[config.mk]
export PLATFORM = sky130hd
export DESIGN_NAME = serial_subtractor_ctrl
export DESIGN_NICKNAME = d
export VERILOG_FILES = /design/src/rtl/serial_sub_pkg.sv /design/src/rtl/fullsubtractor_bit.sv /design/src/rtl/serial_subtractor_ctrl.sv
export SDC_FILE = /design/constraint.sdc
export NUM_CORES = 1
export LEC_CHECK = 0
export CAP_MARGIN = 15
export CORE_ASPECT_RATIO = 0.75
export CORE_MARGIN = 5
export CORE_UTILIZATION = 52
export DETAILED_ROUTE_END_ITERATION = 16
export PLACE_DENSITY = 0.78
export SETUP_SLACK_MARGIN = 0.3
export SYNTH_ARGS = -nofsm -noshare
export SYNTH_HDL_FRONTEND = slang
export SYNTH_SLANG_ARGS = --single-unit
[constraint.sdc]
create_clock -name clk -period 1.7 [get_ports clk]
set_input_delay 0.17 -clock clk [delete_from_list [all_inputs] [get_ports clk]]
set_output_delay 0.17 -clock clk [all_outputs]
set_load 0.005 [all_outputs]
[src/rtl/serial_sub_pkg.sv]
// serial_sub_pkg
// Shared definitions for the bit-serial subtractor slice: FSM state
// encodings, the default operand width and the bit-counter width helper.
package serial_sub_pkg;

  localparam int unsigned DEFAULT_WIDTH = 8;

  typedef enum logic [1:0] {
    IDLE = 2'b00,
    RUN  = 2'b01,
    DONE = 2'b10
  } state_t;

  // Bit counter must index 0..WIDTH-1; a 1-bit operand still needs a 1-bit counter.
  function automatic int unsigned cnt_width(input int unsigned w);
    return ($clog2(w) < 1) ? 1 : $clog2(w);
  endfunction

endpackage

[src/rtl/fullsubtractor_bit.sv]
// fullsubtractor_bit
// Combinational one-bit full subtractor: Diff = A - B - Bin.
// Ports:
//   A      in  minuend bit
//   B      in  subtrahend bit
//   Bin    in  borrow in
//   Diff   out difference bit
//   Borrow out borrow out
module fullsubtractor_bit (
  input  logic A,
  input  logic B,
  input  logic Bin,
  output logic Diff,
  output logic Borrow
);

  always_comb begin
    Diff   = A ^ B ^ Bin;
    Borrow = (~A & B) | (~(A ^ B) & Bin);
  end

endmodule

[src/rtl/serial_subtractor_ctrl.sv]
// serial_subtractor_ctrl
// Bit-serial unsigned subtractor: computes Diff = (A - B) mod 2^WIDTH over
// WIDTH RUN cycles using one shared fullsubtractor_bit, LSB first, with the
// borrow held in a register between cycles.
// Ports:
//   clk    in  rising-edge clock
//   rst    in  asynchronous active-high reset
//   start  in  request; sampled only in IDLE
//   A, B   in  operands, captured on the accepting edge
//   busy   out high while in RUN
//   done   out one-cycle pulse, result valid
//   Diff   out result, holds until the next result
//   Borrow out final borrow (A < B), holds with Diff
module serial_subtractor_ctrl
  import serial_sub_pkg::*;
#(
  parameter int unsigned WIDTH = DEFAULT_WIDTH
) (
  input  logic             clk,
  input  logic             rst,
  input  logic             start,
  input  logic [WIDTH-1:0] A,
  input  logic [WIDTH-1:0] B,
  output logic             busy,
  output logic             done,
  output logic [WIDTH-1:0] Diff,
  output logic             Borrow
);

  localparam int unsigned   CW   = cnt_width(WIDTH);
  localparam logic [CW-1:0] LAST = CW'(WIDTH - 1);

  state_t           state;
  logic [WIDTH-1:0] a_sh;
  logic [WIDTH-1:0] b_sh;
  logic [WIDTH-1:0] d_sh;
  logic [WIDTH-1:0] d_next;
  logic [CW-1:0]    cnt;
  logic             br;
  logic             cell_d;
  logic             cell_bout;

  fullsubtractor_bit u_cell (
    .A      (a_sh[0]),
    .B      (b_sh[0]),
    .Bin    (br),
    .Diff   (cell_d),
    .Borrow (cell_bout)
  );

  // New difference bit enters at the MSB; after WIDTH shifts bit 0 is the LSB.
  // A 1-bit result has nothing to shift, so the cell output is the whole value.
  generate
    if (WIDTH == 1) begin : g_w1
      assign d_next = cell_d;
    end else begin : g_wn
      assign d_next = {cell_d, d_sh[WIDTH-1:1]};
    end
  endgenerate

  always_ff @(posedge clk or posedge rst) begin
    if (rst) begin
      state  <= IDLE;
      a_sh   <= '0;
      b_sh   <= '0;
      d_sh   <= '0;
      cnt    <= '0;
      br     <= 1'b0;
      Diff   <= '0;
      Borrow <= 1'b0;
    end else begin
      case (state)
        IDLE: begin
          if (start) begin
            a_sh  <= A;
            b_sh  <= B;
            br    <= 1'b0;
            cnt   <= '0;
            state <= RUN;
          end
        end
        RUN: begin
          a_sh <= a_sh >> 1;
          b_sh <= b_sh >> 1;
          br   <= cell_bout;
          d_sh <= d_next;
          cnt  <= cnt + CW'(1);
          // Result registers take the shifted value including this final bit.
          if (cnt == LAST) begin
            Diff   <= d_next;
            Borrow <= cell_bout;
            state  <= DONE;
          end
        end
        DONE:    state <= IDLE;
        default: state <= IDLE;
      endcase
    end
  end

  assign busy = (state == RUN);
  assign done = (state == DONE);

endmodule
==> impl_summary.log, run 1 <==
INFO  metric rr_worst_depth = 4
INFO  metric seq_area_frac_synth = 51.7%
INFO  metric chip_width = approximately 80 um
INFO  metric gpl.final_weighted_congestion = ~0.73
INFO  metric hold_class = in2async
INFO  metric setup_total_negative_slack = 0 ns
INFO  metric utilization = 69.8%
INFO  metric critical_path_fanouts_max = 13
INFO  metric firstDrtPassIters = 4
INFO  metric tritoncts = done
INFO  metric final_max_slew_viols = 0
INFO  metric syn-cell-area = 1840 um^2
INFO  metric rsz0062_at_grt = yes
INFO  metric clk-insertion-delay-late = roughly 0.29 ns
INFO  metric status = finished, final reports clean
INFO  metric clock-sinks = 38
INFO  metric clock_network_fraction_of_design_power = between 10% and 20%
INFO  metric ff2ff_setup_slack = between 0.2 and 0.3 ns
INFO  metric power.density_cell_area = roughly 1700 nW/um^2
INFO  metric cts_made_buffers = 5
INFO  metric clock_root_buffer_master = sky130_fd_sc_hd__clkbuf_8
INFO  metric setup-violations-final = 0
INFO  metric floorplan.core_area = around 3400 um^2
INFO  metric placed_area = 2140 um^2
INFO  metric yosysUniqueCellTypes = 31
INFO  metric p_comb_share = 44.3%
INFO  metric effective_utilization_at_floorplan = 54.8%
INFO  metric antennaDiodeCount = 0
INFO  metric power.sequential.fraction = 39.6%
INFO  metric ios = 30
INFO  metric largest_vdd_supply_drop = around 0.90 mV
INFO  metric internal-power = 2.64 mW
INFO  metric post_synth_inst_count = 156
INFO  metric area_growth_syn_to_layout = 27.3%
INFO  metric antenna_found_initial = 0
INFO  metric max_clock_freq = between 700 and 800 MHz
INFO  metric io_buffers = 29
INFO  metric detail_route.wirelength = about 3900 um
INFO  metric drive_above_1_share = approximately 25%
INFO  metric ys_seq_elements = 38
INFO  metric sw_frac_of_total = 34.6%
INFO  metric leakage = 1.06 nW
INFO  metric final_design_area_no_fill = roughly 2300 um^2
INFO  metric synthesis.area_per_instance = between 10 and 15 um^2
INFO  metric required_time_reported_for_the_critical_path_endpoint = 1.87 ns
INFO  metric max_cap_violations = 0
INFO  metric grt-ovfl-total = 0
INFO  metric dieArea = ~4800 um^2
INFO  metric regToRegStartpoint = state[1]
INFO  metric grt_pass1_wl = roughly 6400 um
INFO  metric timing.clock.skew = 0.0101 ns
INFO  metric rr_endpoint = a_sh[7]
INFO  metric worst-setup-path-type = reg2reg
INFO  metric final.period_utilization = 83.0%
INFO  metric path_clk_slew = around 0.080 ns
INFO  metric groute.usage.overall = 17.4%
INFO  metric number_of_global_route_vias_before_repair = 1393
INFO  metric start_kind = register
INFO  metric worst_ep_arrival_time = between 1.5 and 2 ns
INFO  metric number_of_routed_nets_with_antenna_violations = 0
INFO  metric finalHoldWorstSlack = ~0.29 ns
INFO  metric initialDrtViolationCount = 113
INFO  metric dieHeight = around 62 um
INFO  metric post_syn_nets = between 150 and 200
INFO  metric route.detailed.drc = 0
INFO  metric detail_route.vias_per_cell = roughly 5.5
INFO  metric final.fill_count = 230
INFO  metric cts_max_level = 2
INFO  metric timing_hold_violations_final = 0
INFO  metric slew-limit-headroom = between 60 and 70%
INFO  metric fp-row-count = 18
INFO  metric hpwlAfterDp = 2550 um
INFO  metric grt_max_degree = 39
INFO  metric period_needed = roughly 1.4 ns
INFO  metric detail_route.wl_per_cell = roughly 16 um
INFO  metric worstMarginPinSlew = 0.469 ns
INFO  metric critical_path.endpoint_type = register
INFO  metric switching_power = 1.40 mW
INFO  metric vias = roughly 1300
INFO  metric clock_tree.buffer_depth = 2
INFO  metric design.final.nets = between 200 and 250
INFO  metric synth_warnings = 0
[cell type report]
cell class | instances | area (um^2) | area share (%)
flip-flops and latches | 38 | 953 | 40.7
multi-input cells | 99 | 807 | 34.4
repair buffers | 43 | 398 | 17.0
clock buffers | 6 | 82.6 | 3.52
well taps | 40 | 50.0 | 2.14
inverters | 10 | 40.0 | 1.71
clock inverters | 2 | 12.5 | 0.534
[metrics by stage]
| stage | power (mW) | setup WS [ns] | std cells |
|---|---|---|---|
| 2_1_floorplan | 2.71 | 0.323 | 156 |
| 3_3_place_gp | 3.11 | 0.179 | 222 |
| 3_5_place_dp | 3.21 | 0.105 | 222 |
| 4_1_cts | 3.99 | 0.309 | 237 |
| 5_1_grt | 4.31 | 0.251 | 238 |
| 6_report | 4.04 | 0.288 | 238 |
[state kept, by name, indices dropped and copies added (netlist names)]
signal,count
a_sh,8
br,1
d_sh,7
state,2
Borrow,1
b_sh,8
Diff,8
cnt,3
[repair_timing]
action	4_1_cts	5_1_grt
gates cloned	1	0
endpoints found under the setup margin	20	19
gates resized for setup	7	6
pin swaps	1	2
hold buffers	0	0
buffers inserted	6	1
[layer usage]
metal  vias to the layer above  routed length (um)  track usage, %
met5                         -                   0               0
met3                         4                 142            4.97
met1                       660                1780            21.5
met4                         0                  24            5.24
met2                        27                1910            30.4
li1                        626                   -               -
[critical path: stages (launching register included)]
cell	delay (ns)
sky130_fd_sc_hd__dfrtp_2	0.44
sky130_fd_sc_hd__buf_4	0.16
sky130_fd_sc_hd__buf_4	0.18
sky130_fd_sc_hd__o21bai_4	0.24
sky130_fd_sc_hd__a22o_1	0.28
[layout by cell type, fill, tap and decap left out, types with 2 or more instances in the layout]
master,instances
sky130_fd_sc_hd__dfrtp_2,2
sky130_fd_sc_hd__a22o_1,4
sky130_fd_sc_hd__a21oi_1,6
sky130_fd_sc_hd__nor4b_1,3
sky130_fd_sc_hd__a221o_1,5
sky130_fd_sc_hd__buf_4,13
sky130_fd_sc_hd__nor2_4,2
sky130_fd_sc_hd__dfrtp_1,36
sky130_fd_sc_hd__nand2_1,28
sky130_fd_sc_hd__nand2b_1,6
sky130_fd_sc_hd__clkbuf_8,6
sky130_fd_sc_hd__inv_1,9
sky130_fd_sc_hd__clkdlybuf4s50_1,27
sky130_fd_sc_hd__o21ai_1,6
sky130_fd_sc_hd__mux2_4,7
sky130_fd_sc_hd__nor3b_1,5
sky130_fd_sc_hd__a211oi_2,3
sky130_fd_sc_hd__nor3b_2,5
sky130_fd_sc_hd__o22a_1,5
[cells by family (layout without fill, tap and decap cells)]
kind of cell | count (synthesis) | after routing | share of synthesized area (%)
DFF | 38 | 38 | 51.7
AOI/OAI and AO/OA | 33 | 33 | 13.5
and+or+nand+nor | 54 | 55 | 18.8
buffers and inverters | 20 | 61 | 7.27
adders and majority gates | 3 | 3 | 2.45
muxes | 8 | 8 | 6.32
[synthesized netlist by cell type (all sizes together)]
| cell | count | area (um^2) |
|---|---|---|
| a211oi | 4 | 30.0 |
| nand2 | 28 | 105 |
| a22o | 4 | 35.0 |
| inv | 10 | 40.0 |
| buf | 10 | 93.8 |
| a21oi | 6 | 30.0 |
| ha | 2 | 25.0 |
| nor4b | 4 | 41.3 |
| mux2 | 8 | 116 |
| nand2b | 8 | 60.1 |
| o21ai | 7 | 35.0 |
| o22a | 5 | 43.8 |
| o21bai | 1 | 18.8 |
| nand3b | 1 | 20.0 |
| o22ai | 1 | 6.26 |
| nor2 | 2 | 12.5 |
| a221o | 5 | 50.1 |
| nor2b | 1 | 6.26 |
| fa | 1 | 20.0 |
| nor3b | 10 | 100 |
| dfrtp | 38 | 951 |
[worst max path at each step]
stage               slack (ns)  cells after the start      from      end
finish                    0.29                      4  state[1]  a_sh[7]
global placement          0.18                      4     start  a_sh[0]
detailed placement        0.10                      4     start  b_sh[5]
floorplan                 0.32                      5    cnt[0]  Diff[0]
CTS                       0.31                      4    cnt[0]  Diff[7]
global route              0.25                      4  state[1]  a_sh[7]
[power by group through the flow]
stage | clock, mW | combinational [mW] | sequential, mW
floorplan | 0 | 1.17 | 1.54
global placement | 0 | 1.52 | 1.59
detailed placement | 0 | 1.58 | 1.63
CTS | 0.659 | 1.73 | 1.60
global route | 0.694 | 1.97 | 1.65
finish | 0.649 | 1.79 | 1.60
Power figures use the tool's default switching activity.
==> run 2: changes to the inputs <==
Clock period 1.7 ns to 1.3 ns, I/O delays scaled along.
==> run 2 against run 1 <==
Effect of this change: the flow now finishes with violations (setup timing); first-iteration DRC count shrank 3.5%; clock skew increased by 0.0052 ns; clock-buffer cell count decreased by 1; utilization up 20 points; cell area increased by 29%; critical path depth decreased by 1; combinational power grew 130%; critical endpoint is now Diff[7].
==> impl_summary.log, run 2 (same netlist as run 1, synthesis figures left out) <==
INFO  metric power.density_cell_area = 2460 nW/um^2 (was 1720 nW/um^2)
INFO  metric status = finished with violations (was finished, final reports clean)
INFO  metric groute.usage.overall = 24.2% (was 17.4%)
INFO  metric required_time_reported_for_the_critical_path_endpoint = 1.50 ns (was 1.87 ns)
INFO  metric grt_max_degree = 39 (unchanged)
INFO  metric cts_made_buffers = 5 (unchanged)
INFO  metric grt_pass1_wl = 8510 um (was 6440 um)
INFO  metric timing.clock.skew = 0.0152 ns (was 0.0101 ns)
INFO  metric final_cell_mix = sky130_fd_sc_hd__dfrtp_1, sky130_fd_sc_hd__buf_4, sky130_fd_sc_hd__nand2_2, sky130_fd_sc_hd__clkdlybuf4s50_1, sky130_fd_sc_hd__buf_6 (was sky130_fd_sc_hd__dfrtp_1, sky130_fd_sc_hd__nand2_1, sky130_fd_sc_hd__clkdlybuf4s50_1)
INFO  metric antenna_found_initial = 0 (unchanged)
INFO  metric max_clock_freq = 722 MHz (was 708 MHz)
INFO  metric reg_top3 = Diff x8, a_sh x8, b_sh x8 (unchanged)
INFO  metric path_clk_slew = 0.09 ns (was 0.08 ns)
INFO  metric clock-sinks = 38 (unchanged)
INFO  metric final_max_slew_viols = 0 (unchanged)
INFO  metric detail_route.wl_per_cell = 24.0 um (was 16.2 um)
INFO  metric period_needed = 1.38 ns (was 1.41 ns)
INFO  metric worstMarginPinSlew = 0.311 ns (was 0.469 ns)
INFO  metric placed_cells = 229 (was 222)
INFO  metric placed_area = 2260 um^2 (was 2140 um^2)
INFO  metric io_buffers = 29 (unchanged)
INFO  metric timing_hold_violations_final = 0 (unchanged)
INFO  metric cts_max_level = 2 (unchanged)
INFO  metric detail_route.vias_per_cell = 6.05 (was 5.53)
INFO  metric failed_checks = setup timing
INFO  metric post_route_setup_slack = -0.0846 ns (was 0.288 ns)
INFO  metric chip_width = 78.7 um (unchanged)
INFO  metric clk-insertion-delay-late = 0.31 ns (was 0.29 ns)
INFO  metric final_cells = 278 (was 238)
INFO  metric final_design_area_no_fill = 3020 um^2 (was 2340 um^2)
INFO  metric hold_class = in2async (unchanged)
INFO  metric rr_endpoint = Diff[7] (was a_sh[7])
INFO  metric slew-limit-headroom = 79.2% (was 68.6%)
INFO  metric number_of_routed_nets_with_antenna_violations = 0 (unchanged)
INFO  metric rsz0062_at_grt = yes (unchanged)
INFO  metric fp-row-count = 18 (unchanged)
INFO  metric worst_ep_arrival_time = 1.59 ns (was 1.58 ns)
INFO  metric antennaDiodeCount = 0 (unchanged)
INFO  metric start_kind = register (unchanged)
INFO  metric effective_utilization_at_floorplan = 54.8% (unchanged)
INFO  metric largest_vdd_supply_drop = 1.58 mV (was 0.896 mV)
INFO  metric dieArea = 4840 um^2 (unchanged)
INFO  metric critical_path.endpoint_type = register (unchanged)
INFO  metric final.period_utilization = 107% (was 83.0%)
INFO  metric area_growth_syn_to_layout = 64.0% (was 27.3%)
INFO  metric vias = 1683 (was 1317)
INFO  metric leakage = 1.41 nW (was 1.06 nW)
INFO  metric ios = 30 (unchanged)
INFO  metric firstDrtPassIters = 5 (was 4)
INFO  metric hpwlAfterDp = 2730 um (was 2550 um)
INFO  metric grt-ovfl-total = 0 (unchanged)
INFO  metric route.detailed.drc = 0 (unchanged)
INFO  metric total_power = 7.43 mW (was 4.04 mW)
INFO  metric dieHeight = 61.5 um (unchanged)
INFO  metric setup_total_negative_slack = -0.798 ns (was 0 ns)
INFO  metric detail_route.wirelength = 6660 um (was 3850 um)
INFO  metric floorplan.core_area = 3360 um^2 (unchanged)
INFO  metric worst-setup-path-type = reg2reg (unchanged)
INFO  metric number_of_global_route_vias_before_repair = 1622 (was 1393)
INFO  metric leading_cell_type_in_the_layout_fill_and_taps_excluded = sky130_fd_sc_hd__dfrtp_1 (unchanged)
INFO  metric tritoncts = done (unchanged)
INFO  metric setup-violations-final = 21 (was 0)
INFO  metric clock_tree.buffer_depth = 2 (unchanged)
INFO  metric ff2ff_setup_slack = -0.08 ns (was 0.29 ns)
INFO  metric clock_root_buffer_master = sky130_fd_sc_hd__clkbuf_8 (unchanged)
INFO  metric drive_above_1_share = 58.4% (was 25.3%)
INFO  metric design.final.nets = 259 (was 219)
INFO  metric regToRegStartpoint = b_sh[0] (was state[1])
INFO  metric hold_buffers = 0 (unchanged)
INFO  metric final.fill_count = 128 (was 230)
INFO  metric rr_worst_depth = 3 (was 4)
INFO  metric gpl.final_weighted_congestion = 0.795 (was 0.725)
INFO  metric critical_path_fanouts_max = 2 (was 13)
INFO  metric initialDrtViolationCount = 109 (was 113)
INFO  metric max_cap_violations = 0 (unchanged)
[run 2: cell count changes in the layout (fill, tap and decap cells not counted), moves of 9 or more]
cell	change
sky130_fd_sc_hd__clkdlybuf4s50_1	-9
sky130_fd_sc_hd__buf_2	+9
sky130_fd_sc_hd__buf_6	+13
sky130_fd_sc_hd__nand2_2	+18
sky130_fd_sc_hd__buf_4	+14
sky130_fd_sc_hd__nand2_1	-19
[run 2: per-layer routing]
layer	vias up	GRT usage [%]	share of wire (%)
li1	707	-	-
met1	846	29.1	39
met2	107	40.3	49
met3	23	7.46	8.2
met4	0	12.7	3.8
met5	-	0	0
[run 2: worst max-delay path, stage by stage (launching register included)]
cell and delay, ns:
sky130_fd_sc_hd__dfrtp_1 0.39, sky130_fd_sc_hd__inv_1 0.10, sky130_fd_sc_hd__fa_2 0.49, sky130_fd_sc_hd__mux2_4 0.30
[run 2: through the flow]
stage | setup slack (ns) | util [%] | hold slack, ns
after floorplan | -0.0355 | - | 0.263
after global placement | -0.0345 | 67.4 | 0.462
after detailed placement | -0.0948 | 67.4 | 0.482
after CTS | -0.0370 | 82.1 | 0.170
after global routing | -0.105 | 90.0 | 0.186
final | -0.0846 | 90.0 | 0.149
[run 2: worst max-delay path by stage]
| stage | start | endpoint | cells past startpoint |
|---|---|---|---|
| 6_report | b_sh[0] | Diff[7] | 3 |
| 5_1_grt | b_sh[0] | Diff[7] | 3 |
| 4_1_cts | cnt[1] | Diff[4] | 4 |
| 3_5_place_dp | cnt[1] | Diff[7] | 4 |
| 3_3_place_gp | cnt[1] | Diff[7] | 4 |
| 2_1_floorplan | cnt[0] | Diff[0] | 5 |
[run 2: timing repair]
action                     CTS  global route
gates resized for setup     94            33
pin swaps                   15            19
buffers inserted            24            12
setup endpoints to repair   49            41
gates cloned                 3             2
[run 2: where the power goes]
part | leakage, nW | switching [mW] | internal, mW
registers | 0.462 | 0.492 | 1.74
clock network | 0.0504 | 0.475 | 0.571
logic | 0.895 | 1.83 | 2.32
[run 2: layout make-up]
type	count	area, um^2	share of cell area (%)
Inverter	10	42.5	1.41
Timing Repair Buffer	82	841	27.8
Clock inverter	3	45.0	1.49
Clock buffer	5	68.8	2.28
Sequential cell	38	953	31.6
Multi-Input combinational cell	100	1020	33.7
Tap cell	40	50.0	1.66
